$ cat src/rtl/soc_decerr_slv_pkg.sv
// Shared SoC constants used by the default (error) slave.
//   AXI_RESP_OKAY / AXI_RESP_DECERR : AXI response encodings.
//   ErrSlvRespData                  : R payload returned by the error slave.
//   IdWidthSlave                    : slave-side AXI ID width of the crossbar.
package soc_decerr_slv_pkg;

    localparam logic [1:0] AXI_RESP_OKAY   = 2'b00;
    localparam logic [1:0] AXI_RESP_DECERR = 2'b11;

    localparam logic [63:0] ErrSlvRespData = 64'hBADC_AB1E_BADC_AB1E;

    // Master-side ID width plus the bits the crossbar prepends to tell its
    // two masters apart.
    localparam int unsigned IdWidthMaster = 4;
    localparam int unsigned NrXbarMasters = 2;
    localparam int unsigned IdWidthSlave  = IdWidthMaster + $clog2(NrXbarMasters);

endpackage

$ cat src/rtl/soc_decerr_slv.sv
// AXI4 default slave for the unmapped crossbar port.
// Completes every write with a DECERR B response and every read with a burst
// of constant DECERR beats, so a stray access never stalls the crossbar.
// Also keeps a saturating count of accepted requests and the last address.
//
// Ports:
//   clk_i, rst_ni              clock, synchronous active-low reset
//   aw_* / w_* / b_*           write address, data (discarded), response
//   ar_* / r_*                 read address and read data
//   clr_i                      synchronous clear of the miss counter
//   miss_cnt_o                 saturating count of AW + AR handshakes
//   miss_addr_o                address of the most recent accepted request
module soc_decerr_slv
    import soc_decerr_slv_pkg::*;
#(
    parameter int unsigned          IdWidth   = IdWidthSlave,
    parameter int unsigned          AddrWidth = 64,
    parameter int unsigned          DataWidth = 64,
    parameter logic [DataWidth-1:0] RespData  = ErrSlvRespData,
    parameter int unsigned          CntWidth  = 32
) (
    input  logic                 clk_i,
    input  logic                 rst_ni,
    // write address
    input  logic                 aw_valid_i,
    output logic                 aw_ready_o,
    input  logic [IdWidth-1:0]   aw_id_i,
    input  logic [AddrWidth-1:0] aw_addr_i,
    input  logic [7:0]           aw_len_i,
    // write data
    input  logic                 w_valid_i,
    output logic                 w_ready_o,
    input  logic                 w_last_i,
    // write response
    output logic                 b_valid_o,
    input  logic                 b_ready_i,
    output logic [IdWidth-1:0]   b_id_o,
    output logic [1:0]           b_resp_o,
    // read address
    input  logic                 ar_valid_i,
    output logic                 ar_ready_o,
    input  logic [IdWidth-1:0]   ar_id_i,
    input  logic [AddrWidth-1:0] ar_addr_i,
    input  logic [7:0]           ar_len_i,
    // read data
    output logic                 r_valid_o,
    input  logic                 r_ready_i,
    output logic [IdWidth-1:0]   r_id_o,
    output logic [DataWidth-1:0] r_data_o,
    output logic [1:0]           r_resp_o,
    output logic                 r_last_o,
    // debug / CSR
    input  logic                 clr_i,
    output logic [CntWidth-1:0]  miss_cnt_o,
    output logic [AddrWidth-1:0] miss_addr_o
);

    typedef enum logic [1:0] {W_IDLE, W_DRAIN, W_RESP} err_wr_state_e;
    typedef enum logic       {R_IDLE, R_DATA}          err_rd_state_e;

    err_wr_state_e        wr_state_q, wr_state_d;
    err_rd_state_e        rd_state_q, rd_state_d;
    logic [IdWidth-1:0]   aw_id_q, aw_id_d;
    logic [IdWidth-1:0]   ar_id_q, ar_id_d;
    logic [7:0]           ar_len_q, ar_len_d;
    logic [7:0]           beat_q, beat_d;
    logic [CntWidth-1:0]  miss_cnt_q, miss_cnt_d;
    logic [AddrWidth-1:0] miss_addr_q, miss_addr_d;
    // Holds the address channels closed while reset is asserted; readies
    // open the first cycle after reset is released.
    logic                 rdy_q;

    logic aw_hs, ar_hs;

    // The W stream is terminated by w_last_i alone; the AW length is only
    // informational and deliberately not compared against the beat count.
    logic unused_aw_len;
    assign unused_aw_len = ^aw_len_i;

    assign aw_hs = aw_valid_i & aw_ready_o;
    assign ar_hs = ar_valid_i & ar_ready_o;

    // ------------------------------------------------------------------
    // State registers
    // ------------------------------------------------------------------
    always_ff @(posedge clk_i) begin
        if (!rst_ni) begin
            wr_state_q  <= W_IDLE;
            rd_state_q  <= R_IDLE;
            aw_id_q     <= '0;
            ar_id_q     <= '0;
            ar_len_q    <= '0;
            beat_q      <= '0;
            miss_cnt_q  <= '0;
            miss_addr_q <= '0;
            rdy_q       <= 1'b0;
        end else begin
            wr_state_q  <= wr_state_d;
            rd_state_q  <= rd_state_d;
            aw_id_q     <= aw_id_d;
            ar_id_q     <= ar_id_d;
            ar_len_q    <= ar_len_d;
            beat_q      <= beat_d;
            miss_cnt_q  <= miss_cnt_d;
            miss_addr_q <= miss_addr_d;
            rdy_q       <= 1'b1;
        end
    end

    // ------------------------------------------------------------------
    // Write FSM: next state
    // ------------------------------------------------------------------
    always_comb begin
        wr_state_d = wr_state_q;
        aw_id_d    = aw_id_q;
        unique case (wr_state_q)
            W_IDLE: begin
                if (aw_hs) begin
                    aw_id_d    = aw_id_i;
                    wr_state_d = W_DRAIN;
                end
            end
            W_DRAIN: begin
                // w_ready_o is high throughout this state
                if (w_valid_i && w_last_i) begin
                    wr_state_d = W_RESP;
                end
            end
            W_RESP: begin
                if (b_ready_i) begin
                    wr_state_d = W_IDLE;
                end
            end
            default: wr_state_d = W_IDLE;
        endcase
    end

    // Write FSM: outputs
    always_comb begin
        aw_ready_o = 1'b0;
        w_ready_o  = 1'b0;
        b_valid_o  = 1'b0;
        unique case (wr_state_q)
            W_IDLE:  aw_ready_o = rdy_q;
            W_DRAIN: w_ready_o  = 1'b1;
            W_RESP:  b_valid_o  = 1'b1;
            default: ;
        endcase
    end

    assign b_id_o   = aw_id_q;
    assign b_resp_o = AXI_RESP_DECERR;

    // ------------------------------------------------------------------
    // Read FSM: next state
    // ------------------------------------------------------------------
    always_comb begin
        rd_state_d = rd_state_q;
        ar_id_d    = ar_id_q;
        ar_len_d   = ar_len_q;
        beat_d     = beat_q;
        unique case (rd_state_q)
            R_IDLE: begin
                if (ar_hs) begin
                    ar_id_d    = ar_id_i;
                    ar_len_d   = ar_len_i;
                    beat_d     = '0;
                    rd_state_d = R_DATA;
                end
            end
            R_DATA: begin
                if (r_ready_i) begin
                    // Leaving on the last beat means beat_q never has to
                    // step past ar_len_q, so len=255 cannot wrap early.
                    if (r_last_o) begin
                        rd_state_d = R_IDLE;
                    end else begin
                        beat_d = beat_q + 8'd1;
                    end
                end
            end
            default: rd_state_d = R_IDLE;
        endcase
    end

    // Read FSM: outputs
    always_comb begin
        ar_ready_o = 1'b0;
        r_valid_o  = 1'b0;
        r_last_o   = 1'b0;
        unique case (rd_state_q)
            R_IDLE: ar_ready_o = rdy_q;
            R_DATA: begin
                r_valid_o = 1'b1;
                r_last_o  = (beat_q == ar_len_q);
            end
            default: ;
        endcase
    end

    assign r_id_o   = ar_id_q;
    assign r_data_o = RespData;
    assign r_resp_o = AXI_RESP_DECERR;

    // ------------------------------------------------------------------
    // Saturating miss counter and last offending address
    // ------------------------------------------------------------------
    logic [1:0]        hs_cnt;
    logic [CntWidth:0] cnt_sum;

    assign hs_cnt  = {1'b0, aw_hs} + {1'b0, ar_hs};
    // One extra bit catches overflow, including +2 from max-1.
    assign cnt_sum = {1'b0, miss_cnt_q} + {{(CntWidth - 1){1'b0}}, hs_cnt};

    always_comb begin
        miss_cnt_d = miss_cnt_q;
        if (clr_i) begin
            miss_cnt_d = '0;
        end else if (cnt_sum[CntWidth]) begin
            miss_cnt_d = '1;
        end else begin
            miss_cnt_d = cnt_sum[CntWidth-1:0];
        end
    end

    // AR takes precedence when both channels hand off in the same cycle.
    always_comb begin
        miss_addr_d = miss_addr_q;
        if (ar_hs) begin
            miss_addr_d = ar_addr_i;
        end else if (aw_hs) begin
            miss_addr_d = aw_addr_i;
        end
    end

    assign miss_cnt_o  = miss_cnt_q;
    assign miss_addr_o = miss_addr_q;

endmodule

$ cat config.mk
export PLATFORM = sky130hd
export DESIGN_NAME = soc_decerr_slv
export DESIGN_NICKNAME = d
export VERILOG_FILES = /design/src/rtl/soc_decerr_slv_pkg.sv /design/src/rtl/soc_decerr_slv.sv
export SDC_FILE = /design/constraint.sdc
export NUM_CORES = 1
export LEC_CHECK = 0
export BUFFER_PORTS_ARGS = -buffer_cell sky130_fd_sc_hd__buf_4
export CAP_MARGIN = 20
export CORE_MARGIN = 2
export CORE_UTILIZATION = 30
export DETAILED_ROUTE_END_ITERATION = 7
export GPL_ROUTABILITY_DRIVEN = 0
export SYNTH_ARGS = -nofsm -noshare
export SYNTH_HDL_FRONTEND = slang
export SYNTH_SLANG_ARGS = --single-unit
$ cat constraint.sdc
create_clock -name clk_i -period 6.8 [get_ports clk_i]
set_input_delay 2.04 -clock clk_i [delete_from_list [all_inputs] [get_ports clk_i]]
set_output_delay 2.04 -clock clk_i [all_outputs]
set_load 0.01 [all_outputs]
; After elaboration in Yosys (flattened, before gate mapping)
; Index checks and enable logic that the tools add are counted.
[op_classes]
eq_ne = 9
muxes = 22
reduce_logical = 8
bitwise_logic = 4
add_sub_neg = 3
[ops]
columns = operator, n
row1 = $mux 64, 2
row2 = $add 32x2->33, 1
row3 = $mux 32, 1
row4 = $mux 8, 3
row5 = $pmux 8 s2, 1
row6 = $ne 2x2->1 const B, 6
row7 = $mux 1, 10
row8 = $add 8x1->8 const B, 1
row9 = $eq 8x8->1, 1
row10 = $mux 2, 3
row11 = $pmux 2 s3, 1
row12 = $reduce_and 3->1, 2
row13 = $reduce_and 2->1, 2
row14 = $add 1x1->2, 1
row15 = $and 1x1->1, 2
row16 = $eq 2x1->1 const B, 1
row17 = $eq 2x2->1 const B, 1
row18 = $logic_not 2->1, 1
row19 = $not 1->1, 2
row20 = $pmux 1 s2, 1
row21 = $reduce_bool 2->1, 1
row22 = $reduce_or 2->1, 1
row23 = $logic_and 1x1->1, 1
[totals]
in_bits = 163
output_inout_bits = 180
register_bits = 126
word_cells = 55

; Longest topological paths before layout
; Gate-level depths: netlist of the first run.
[depth]
word_depth = 6
depth_mapped = 12
mapped_depth_nobuf = 10

; Least setup slack after synthesis of the first run
; Ideal clock, no wire load.
[synth_path]
path_type = input-to-reg
from = in aw_valid_i
to = reg miss_cnt_q[30] (netlist: miss_cnt_o[30])
t_arrival_ns = 4.392
n_path_buf = 3
stages = 11
path_slack_ns = 2.328
setup_ns = 0.079
required_ns = 6.721
path_cell_list = and2_1 -> clkbuf_1 -> buf_2 -> fa_1 -> ha_1 -> nand3_1 -> or4_4 -> buf_6 -> nor3_4 -> a41oi_1 -> a211oi_2
[synth_between]
elab_chain_cells = 4
[synth_rtl]
columns = item, line
row1 = start: declaration, soc_decerr_slv.sv:25  ; input logic aw_valid_i,
row2 = $and 1x1->1, soc_decerr_slv.sv:80  ; assign aw_hs = aw_valid_i & aw_ready_o;
row3 = $add 1x1->2, soc_decerr_slv.sv:211  ; assign hs_cnt = {1'b0, aw_hs} + {1'b0, ar_hs};
row4 = $add 32x2->33, soc_decerr_slv.sv:213  ; assign cnt_sum = {1'b0, miss_cnt_q} + {{(CntWidth - 1){1'b0}}, hs_cnt};
row5 = $mux 32, soc_decerr_slv.sv:219  ; end else if (cnt_sum[CntWidth]) begin
row6 = end signal: assignment, soc_decerr_slv.sv:104  ; miss_cnt_q <= miss_cnt_d;
row7 = end: declaration, soc_decerr_slv.sv:67  ; logic [CntWidth-1:0] miss_cnt_q, miss_cnt_d;
; Every way passes these cells.
; A chain may end at the register's enable or synchronous reset.

; Final worst setup path of the first run
[layout_path]
from = in ar_valid_i
to = reg miss_cnt_q[30] (netlist: miss_cnt_o[30])
[layout_between]
elab_chain_cells = 4
[layout_rtl]
columns = item, line
row1 = start: declaration, soc_decerr_slv.sv:40  ; input logic ar_valid_i,
row2 = $and 1x1->1, soc_decerr_slv.sv:81  ; assign ar_hs = ar_valid_i & ar_ready_o;
row3 = $add 1x1->2, soc_decerr_slv.sv:211
row4 = $add 32x2->33, soc_decerr_slv.sv:213
row5 = $mux 32, soc_decerr_slv.sv:219
; Every way passes these cells.

==> results of run 1 <==
[cell families (layout without fill, tap and decap cells)]
logic type / after synthesis / count (layout)
simple gates: 195 / 195
other cells: 2 / 68
fa+ha+maj: 3 / 3
xor+xnor: 33 / 33
buf+inv: 120 / 312
compound gates: 125 / 125
mux: 73 / 73
flops: 126 / 126
[worst max-delay path: stages]
cell and delay [ns]:
sky130_fd_sc_hd__buf_4 0.09, sky130_fd_sc_hd__nand2_4 0.26, sky130_fd_sc_hd__inv_1 0.53, sky130_fd_sc_hd__fa_1 0.36, sky130_fd_sc_hd__ha_1 0.26, sky130_fd_sc_hd__nand3_1 0.12
sky130_fd_sc_hd__or4_4 0.58, sky130_fd_sc_hd__nor3_4 0.29, sky130_fd_sc_hd__a41oi_1 0.17, sky130_fd_sc_hd__a211oi_2 0.20
[state kept, by name (all words and copies together), names as in the netlist, 2 cells and up]
register and cells:
ar_len_q 8, b_id_o 5, beat_q 8, miss_addr_o 64
miss_cnt_o 32, r_id_o 5, wr_state_q 2
[report_power, final]
part / total (mW) / switching, mW / internal, mW
Clock: 0.941 / 0.360 / 0.581
Combinational: 0.322 / 0.152 / 0.170
Sequential: 0.804 / 0.0235 / 0.780
Total: 2.07 / 0.536 / 1.53
[per-layer routing]
layer / track usage, % / routed length, um / vias up
met3: 5.291 / 1306 / 19
met4: 4.810 / 253 / 0
met1: 18.54 / 7386 / 2500
met2: 25.69 / 8644 / 196
li1: - / - / 2728
met5: 0 / 0 / -
[metrics by stage]
stage               instances  util [%]  total power [mW]  hold slack [ns]
global placement         1178     39.60             1.142           0.4550
CTS                      1210     42.52             2.099           0.4678
floorplan                 743         -             1.012           0.4551
finish                   1210     42.52             2.067           0.4627
detailed placement       1178     39.60             1.145           0.4594
global route             1210     42.52             2.168           0.4892
[path summary, 6_finish.rpt]
kind / start / to / slack, ns / cells after the start
min: r_id_o[3] / r_id_o[3] / 0.46 / 2
min reg2reg: r_id_o[3] / r_id_o[3] / 0.46 / 2
max: ar_valid_i / miss_cnt_o[30] / 2.22 / 10
max reg2reg: rd_state_q / miss_cnt_o[30] / 2.99 / 10
[final cells by class]
cell class / count / area, um2 / share of cell area [%]
clock inverter: 15 / 183.9 / 2.077
sequential: 126 / 2522 / 28.49
multi-input combinational: 497 / 3311 / 37.39
tap: 275 / 344.1 / 3.886
inverter: 9 / 33.78 / 0.3815
timing repair buffer: 271 / 2034 / 22.98
clock buffer: 17 / 425.4 / 4.804
[synthesized netlist by cell type, types with 2 or more instances]
cell type / instances / area (um2)
sky130_fd_sc_hd__inv_1: 9 / 33.78
sky130_fd_sc_hd__conb_1: 2 / 7.510
sky130_fd_sc_hd__nand4_1: 11 / 68.82
sky130_fd_sc_hd__and2_1: 3 / 18.77
sky130_fd_sc_hd__nand3b_1: 2 / 15.01
sky130_fd_sc_hd__xor2_1: 22 / 192.7
sky130_fd_sc_hd__a41o_1: 2 / 20.02
sky130_fd_sc_hd__a211oi_1: 2 / 15.01
sky130_fd_sc_hd__xnor2_1: 11 / 96.34
sky130_fd_sc_hd__nor4_1: 4 / 25.02
sky130_fd_sc_hd__nor3_1: 5 / 25.02
sky130_fd_sc_hd__a21boi_0: 15 / 112.6
sky130_fd_sc_hd__nand2b_1: 6 / 37.54
sky130_fd_sc_hd__buf_1: 4 / 15.01
sky130_fd_sc_hd__nor2_1: 8 / 30.03
sky130_fd_sc_hd__a21oi_1: 35 / 175.2
sky130_fd_sc_hd__nand2_1: 107 / 401.6
sky130_fd_sc_hd__clkbuf_1: 30 / 112.6
sky130_fd_sc_hd__and3_1: 10 / 62.56
sky130_fd_sc_hd__nor2b_1: 11 / 68.82
sky130_fd_sc_hd__dfxtp_1: 126 / 2522
sky130_fd_sc_hd__buf_4: 68 / 510.5
sky130_fd_sc_hd__and4_1: 6 / 52.55
sky130_fd_sc_hd__mux2i_1: 73 / 730.7
sky130_fd_sc_hd__nand3_1: 16 / 80.08
sky130_fd_sc_hd__ha_1: 2 / 25.02
sky130_fd_sc_hd__o211a_1: 64 / 640.6
sky130_fd_sc_hd__buf_2: 8 / 40.04
==> results.md, run 1 <==
* Final Slew Violations at 0
* # setup viols final at 0
* Final hold violation count at 0
* Number of flops mapped to enable cells by yosys at 0
* DIE AREA at 22170 um2
* Actual slew at the worst max-slew pin at 1.018 ns
* Netlist area before placement at 6299 um2
* Root Driver: sky130_fd_sc_hd__clkbuf_16
* Class of the most critical hold timing path: reg -> reg
* Share of final-layout standard cells stronger than drive strength 1 at 33.26%
* Die Y at 148.9 um
* Vias/cell at 4.498
* Number of antenna violations at the first check in global routing at 0
* Global-route usage over all layers at 15.35%
* Antenna cells at 0
* Max-cap violations at 0
* Async set-or-reset flop fraction in the synthesized netlist at 0%
* Static Leakage at 4.568 nW
* Area delta synth->final at 40.58%
* Area share of xor/xnor cells in the synthesized design at ~4.6%
* Number of placement rows at 53
* Compound-gate portion of the synthesized area at 16.25%
* Post-route worst setup slack at 2.217 ns
* Final critical-path share of the clock period at approximately two thirds
* Clock tree from TritonCTS: built
* Post-route antenna net violation count at 0
* Number of fillers in the final layout at 2100
* Area after DPL at 8245 um2
* Detailed-route wire length per cell at about 15 um
* Wire length of the first global-routing pass at 26630 um
* Area of the placeable core at between 20000 and 25000 um2
* Highest-count cells in the layout ignoring fill and taps: 271 x sky130_fd_sc_hd__buf_4, 126 x sky130_fd_sc_hd__dfxtp_1, 106 x sky130_fd_sc_hd__nand2_1
* Adder and majority gate portion of the synthesized area at less than 1%
* Placement-stage worst setup slack at roughly 1.7 ns
* Number of levels the H-tree was split into at 4
* Starting DRT DRC Count at 188
* Design area at 8855 um2
* Hold buffer count at cts at 0
* Data arrival time of the critical path at 4.92 ns
* Status: complete, no violations
* Crit path launch type: input pin
* Power Density at 233.4 nW/um2
* Synth Area in Simple Gates at 15.20%
* Combinational family with the most area after synthesis: compound AO/OA/AOI/OAI gates
* Clock net sink count at 126
* Portion of netlist area occupied by mux cells at 11.60%
* Fmax at 218.2 MHz
* Clock skew at 0.01121 ns
* First drt pass iteration count at 4
* Minimum clock period at 4.583 ns
* Clock network latency to the later pin of the worst-skew pair at 0.42 ns
* # IOs at approximately 340
* Yosys cell types at 43
* Worst-path fanout max at between 40 and 50
* DRC viols at 0
* Flip-flop and latch count after synthesis at 126
* Synthesis Warnings at 0
* Unrepaired setup endpoints after global routing: false
* Most instantiated flip-flop cell in the synthesis netlist: sky130_fd_sc_hd__dfxtp_1
* Number of I/O port buffers at 266
* Setup TNS Final at 0 ns
* Overall die width at 148.9 um
* Part of the Yosys area used for sequential elements at around two fifths
* Mapped Cells at ~680
* Most common cell after layout, fill and taps aside: sky130_fd_sc_hd__buf_4
* Sum of routed wire length over all layers at 17590 um
* Post-cts gate resize count at 0
* Slew headroom at 32.16%
* Critical Path RT at approximately 7.1 ns
* Clock buffers created by TritonCTS at 17
* Clock transition at the register clock pins on the worst setup and hold paths after CTS at 0.06 ns
* Vias in the first global route at a little over 5000
* # nets final at ~1100
* Post-Syn Area per Cell at 9.304 um2
* Total via count after detailed routing at 5443
* GRT overflow at 0
* Type of the setup path with the least slack: in -> reg
* Kind of end point of the critical path: flip-flop
* Number of buffers between clock root and the deepest sink at 2
* Max rail drop VDD at 0.0001689 V
* Largest net degree at the start of global routing at 107
* Detail Placement HPWL at 12580 um
* Initial cell density of the core at between 30 and 40%
* Buffers inserted by post-CTS timing repair at 0
Power figures use the tool's default switching activity.
==> run 2, diff against run 1 <==
Clock period 6.8 ns to 3.95 ns, I/O delays scaled along.
==> results.md, run 2 (synthesis results as in run 1) <==
* Status: complete, no violations
* Kind of end point of the critical path: output pin
* Post-route worst setup slack at 0.9210 ns (-1.296 ns)
* Minimum clock period at 3.029 ns
* Fmax at 330.1 MHz
* Setup TNS Final at 0 ns (unchanged)
* Overall die width at 148.9 um (unchanged)
* Vias in the first global route at 5040 (-1.2%)
* Wire length of the first global-routing pass at 26900 um (+0.98%)
* Most common cell after layout, fill and taps aside: sky130_fd_sc_hd__buf_4
* Placement-stage worst setup slack at 0.4735 ns (-1.261 ns)
* Starting DRT DRC Count at 196 (+4.3%)
* Number of buffers between clock root and the deepest sink at 2 (unchanged)
* Switching power as a share of total power at 27.22% (+1.3 points)
* First drt pass iteration count at 4 (unchanged)
* Final hold violation count at 0 (unchanged)
* Initial cell density of the core at 30.25% (unchanged)
* Static Leakage at 4.559 nW (-0.19%)
* Vias/cell at 4.471 (-0.61%)
* Largest net degree at the start of global routing at 82 (-23%)
* Sum of routed wire length over all layers at 17800 um (+1.2%)
* Final critical-path share of the clock period at roughly three quarters
* Antenna cells at 0 (unchanged)
* Critical Path RT at 2.76 ns (-4.38 ns)
* # IOs at 343 (unchanged)
* Share of final-layout standard cells stronger than drive strength 1 at 33.48% (+0.21 points)
* Hold buffer count at cts at 0 (unchanged)
* Type of the setup path with the least slack: reg -> out
* Clock transition at the register clock pins on the worst setup and hold paths after CTS at 0.06 ns (about the same)
* Internal at 2.529 mW (+65%)
* Clock buffers created by TritonCTS at 17 (unchanged)
* Clock skew at 0.01322 ns (+0.002006 ns)
* Actual slew at the worst max-slew pin at 0.8406 ns (-0.1770 ns)
* DRC viols at 0 (unchanged)
* Max-cap violations at 0 (unchanged)
* Highest-count cells in the layout ignoring fill and taps: 273 x sky130_fd_sc_hd__buf_4, 126 x sky130_fd_sc_hd__dfxtp_1, 106 x sky130_fd_sc_hd__nand2_1
* Power Density at 392.6 nW/um2 (+68%)
* Buffers inserted by post-CTS timing repair at 0 (unchanged)
* Class of the most critical hold timing path: reg -> reg
* Number of placement rows at 53 (unchanged)
* Area delta synth->final at 40.54% (about the same)
* Root Driver: sky130_fd_sc_hd__clkbuf_16
* Slew headroom at 43.96% (+12 points)
* Post-cts gate resize count at 0 (unchanged)
* Worst-path fanout max at 6 (-87%)
* Power share of the clock group at 44.1% (-1.4 points)
* Crit path launch type: flip-flop
* Final Slew Violations at 0 (unchanged)
* Number of I/O port buffers at 266 (unchanged)
* GRT overflow at 0 (unchanged)
* Unrepaired setup endpoints after global routing: false
* Data arrival time of the critical path at 1.84 ns (-3.08 ns)
* Area of the placeable core at 20820 um2 (unchanged)
* Share of total power in combinational logic at 16.1% (+0.5 points)
* # nets final at 1091 (+0.28%)
* Die Y at 148.9 um (unchanged)
* Total via count after detailed routing at 5423 (-0.37%)
* Switching Power at 0.9460 mW (+76%)
* Clock network latency to the later pin of the worst-skew pair at 0.43 ns (about the same)
* Max rail drop VDD at 0.0002684 V (+59%)
* Number of levels the H-tree was split into at 4 (unchanged)
* Largest register FFs at 64 (unchanged)
* Number of antenna violations at the first check in global routing at 0 (unchanged)
* Post-route antenna net violation count at 0 (unchanged)
* # setup viols final at 0 (unchanged)
* DIE AREA at 22170 um2 (unchanged)
* Detail Placement HPWL at 12700 um (+0.98%)
* Global-route usage over all layers at 15.53% (+0.18 points)
* Detailed-route wire length per cell at 14.67 um (+0.93%)
* Clock tree from TritonCTS: built
* Clock net sink count at 126 (unchanged)
* Number of fillers in the final layout at 2138 (+1.8%)
* Power share of the sequential group at 39.8% (+0.9 points)
run 2: changes by cell type in the layout (fill, tap and decap cells not counted):
cell and delta:
sky130_fd_sc_hd__buf_12 +1, sky130_fd_sc_hd__bufinv_16 -2, sky130_fd_sc_hd__clkinv_2 -1, sky130_fd_sc_hd__inv_6 +1, sky130_fd_sc_hd__clkinv_4 -2, sky130_fd_sc_hd__clkinvlp_4 +3
sky130_fd_sc_hd__clkbuf_8 +1, sky130_fd_sc_hd__buf_4 +2
run 2: path summary, 6_finish.rpt:
path | end | cells after the start | start | slack (ns)
worst max register to register | miss_cnt_o[30] | 10 | rd_state_q | 1.05
worst min-delay path | r_id_o[3] | 2 | r_id_o[3] | 0.47
worst max-delay path | r_last_o | 4 | beat_q[4] | 0.92
worst min register to register | r_id_o[3] | 2 | r_id_o[3] | 0.47
run 2: area by class of cell:
class | count | area, um2 | area share [%]
tap | 275 | 344.1 | 3.887
clock buffer | 18 | 439.2 | 4.961
multi-input combinational | 497 | 3311 | 37.40
inverter | 9 | 33.78 | 0.3816
clock inverter | 14 | 132.6 | 1.498
timing repair buffer | 274 | 2069 | 23.38
sequential | 126 | 2522 | 28.49
run 2: critical path, cell delays in order (launching register included):
cell	delay, ns
sky130_fd_sc_hd__dfxtp_1	0.36
sky130_fd_sc_hd__xor2_1	0.18
sky130_fd_sc_hd__nor4_1	0.51
sky130_fd_sc_hd__and3_1	0.25
sky130_fd_sc_hd__buf_4	0.12
run 2: through the flow:
step,hold slack (ns),instances,instance area [um2],util (%),power (mW)
2_1_floorplan,0.4551,743,6546,-,1.742
3_3_place_gp,0.4549,1181,8280,39.77,1.970
3_5_place_dp,0.4607,1181,8280,39.77,1.974
4_1_cts,0.4704,1213,8852,42.51,3.524
5_1_grt,0.4931,1213,8852,42.51,3.648
6_report,0.4669,1213,8852,42.51,3.475
run 2: per-layer routing:
metal | routed length, um | up-vias | global-route usage (%)
li1 | - | 2732 | -
met1 | 7779 | 2464 | 19.77
met2 | 8299 | 199 | 24.29
met3 | 1297 | 28 | 5.076
met4 | 421 | 0 | 6.286
met5 | 0 | - | 0
run 2: power groups by stage:
stage	clock network, mW	registers, mW	logic (mW)
2_1_floorplan	0	1.44	0.306
3_3_place_gp	0	1.41	0.562
3_5_place_dp	0	1.41	0.564
4_1_cts	1.58	1.38	0.565
5_1_grt	1.64	1.39	0.616
6_report	1.53	1.38	0.559
==> run 3, diff against run 2 <==
Clock period 3.95 ns to 2.7 ns, I/O delays scaled along.
==> results.md, run 3 (synthesis results as in run 1) <==
* Vias/cell at 4.500 (+0.65%)
* Detail Placement HPWL at 13100 um (+3.1%)
* Post-route worst setup slack at 0.1607 ns (-0.7603 ns)
* Clock tree from TritonCTS: built
* Number of buffers between clock root and the deepest sink at 2 (unchanged)
* Fmax at 393.8 MHz
* Largest register FFs at 64 (unchanged)
* Total via count after detailed routing at 5526 (+1.9%)
* Area after DPL at 8433 um2 (+1.8%)
* Clock buffers created by TritonCTS at 17 (unchanged)
* Clock transition at the register clock pins on the worst setup and hold paths after CTS at 0.05 ns (about the same)
* # IOs at 343 (unchanged)
* Final hold violation count at 0 (unchanged)
* Post-route antenna net violation count at 0 (unchanged)
* Number of fillers in the final layout at 2098 (-1.9%)
* Number of antenna violations at the first check in global routing at 0 (unchanged)
* # setup viols final at 0 (unchanged)
* Worst path buffer plus inverter count at 1 (unchanged)
* Wire length of the first global-routing pass at 27260 um (+1.3%)
* Power Density at 568.0 nW/um2 (+45%)
* Hold buffer count at cts at 0 (unchanged)
* First drt pass iteration count at 4 (unchanged)
* Clock net sink count at 126 (unchanged)
* Worst-path fanout max at 7 (+1)
* Cell at the slowest stage of the critical path: sky130_fd_sc_hd__nor4_1
* Class of the most critical hold timing path: reg -> reg
* Number of placement rows at 53 (unchanged)
* Cell type group with the largest total delay on the critical path: simple AND/OR/NAND/NOR gates
* Status: complete, no violations
* Overall die width at 148.9 um (unchanged)
* Final design utilization at 43.28% (+0.76 points)
* Final critical-path share of the clock period at between 90% and 100%
* Design area at 9011 um2 (+1.8%)
* # nets final at 1106 (+1.4%)
* Largest net degree at the start of global routing at 101 (+23%)
* Placement-stage worst setup slack at -0.04847 ns (-0.5219 ns)
* Clock skew at 0.01462 ns (+0.001406 ns)
* Largest stage delay, worst path at 0.41 ns (-0.10 ns)
* Area delta synth->final at 43.07%
* Type of the setup path with the least slack: reg -> out
* Global-route usage over all layers at 15.74% (+0.21 points)
* Critical path, cell by cell: xor2_1 -> nor4_1 -> and3_1 -> buf_4
* Die Y at 148.9 um (unchanged)
* Most common cell after layout, fill and taps aside: sky130_fd_sc_hd__buf_4
* Area of the placeable core at 20820 um2 (unchanged)
* Number of I/O port buffers at 266 (unchanged)
* Crit path launch type: flip-flop
* Starting DRT DRC Count at 228 (+16%)
* Sum of routed wire length over all layers at 18310 um (+2.9%)
* Max rail drop VDD at 0.0003984 V (+48%)
* Highest-count cells in the layout ignoring fill and taps: 287 x sky130_fd_sc_hd__buf_4, 126 x sky130_fd_sc_hd__dfxtp_1, 106 x sky130_fd_sc_hd__nand2_1
* Detailed-route wire length per cell at 14.91 um (+1.6%)
* Actual slew at the worst max-slew pin at 0.7153 ns (-0.1253 ns)
* DIE AREA at 22170 um2 (unchanged)
* Antenna cells at 0 (unchanged)
* Clock network latency to the later pin of the worst-skew pair at 0.42 ns (about the same)
* Max-cap violations at 0 (unchanged)
* Number of levels the H-tree was split into at 4 (unchanged)
* Unrepaired setup endpoints after global routing: false
* Final Slew Violations at 0 (unchanged)
* Root Driver: sky130_fd_sc_hd__clkbuf_16
* Minimum clock period at 2.539 ns
* GRT overflow at 0 (unchanged)
* Critical Path RT at 1.89 ns (-0.87 ns)
* Share of final-layout standard cells stronger than drive strength 1 at 34.73% (+1.3 points)
* Data arrival time of the critical path at 1.73 ns (-0.11 ns)
* Static Leakage at 4.642 nW (+1.8%)
* Vias in the first global route at 5021 (-0.38%)
* Kind of end point of the critical path: output pin
* DRC viols at 0 (unchanged)
* Initial cell density of the core at 30.25% (unchanged)
* Buffers inserted by post-CTS timing repair at 0 (unchanged)
* Slew headroom at 52.31% (+8.4 points)
==> run 3: area by class of cell <==
| type | count | area, um2 | area share (%) |
|---|---|---|---|
| inverters | 9 | 33.78 | 0.3749 |
| well taps | 275 | 344.1 | 3.818 |
| clock buffers | 22 | 464.2 | 5.151 |
| clock inverters | 10 | 113.9 | 1.264 |
| repair buffers | 289 | 2195 | 24.35 |
| multi-input cells | 497 | 3338 | 37.05 |
| flip-flops and latches | 126 | 2522 | 27.99 |
==> run 3: timing repair <==
item | CTS | global route
endpoints found under the setup margin | 0 | 1
gates resized for setup | 0 | 0
hold endpoints to repair | 0 | 0
==> run 3: routing by layer <==
metal / global-route usage (%) / share of wire [%] / vias to the layer above
met3: 4.740 / 7.3 / 17
met5: 0 / 0 / -
met4: 5.048 / 1.4 / 0
met1: 20.24 / 43 / 2539
met2: 25.32 / 48 / 204
li1: - / - / 2766
==> run 3: final timing paths <==
check | from | endpoint | slack (ns) | cells after the start
worst min-delay path | r_id_o[0] | r_id_o[0] | 0.47 | 2
worst min register to register | r_id_o[0] | r_id_o[0] | 0.47 | 2
worst max register to register | wr_state_q[1] | miss_cnt_o[24] | 0.23 | 10
worst max-delay path | beat_q[2] | r_last_o | 0.16 | 4
==> run 3: power by group <==
part,internal (mW),switching (mW)
combinational,0.442,0.388
sequential,1.97,0.0571
clock,1.40,0.862
total,3.81,1.31
==> run 3: stage by stage <==
step / hold WS [ns] / power [mW] / cells / TNS (ns)
6_report: 0.4666 / 5.119 / 1228 / 0
5_1_grt: 0.5027 / 5.352 / 1228 / 0
4_1_cts: 0.4714 / 5.189 / 1228 / 0
3_5_place_dp: 0.4622 / 2.901 / 1196 / -0.1210
3_3_place_gp: 0.4518 / 2.892 / 1196 / -0.07008
2_1_floorplan: 0.4551 / 2.556 / 743 / -0.7271
==> run 3: worst reg2reg max path, stage by stage (launching register included) <==
cell and delay, ns:
sky130_fd_sc_hd__dfxtp_1 0.34, sky130_fd_sc_hd__nor3b_1 0.21, sky130_fd_sc_hd__buf_4 0.15, sky130_fd_sc_hd__and2_4 0.16
sky130_fd_sc_hd__fa_2 0.23, sky130_fd_sc_hd__ha_4 0.14, sky130_fd_sc_hd__nand3_2 0.08, sky130_fd_sc_hd__or4_4 0.50
sky130_fd_sc_hd__nor3_4 0.27, sky130_fd_sc_hd__nor2b_1 0.19, sky130_fd_sc_hd__a211oi_1 0.08
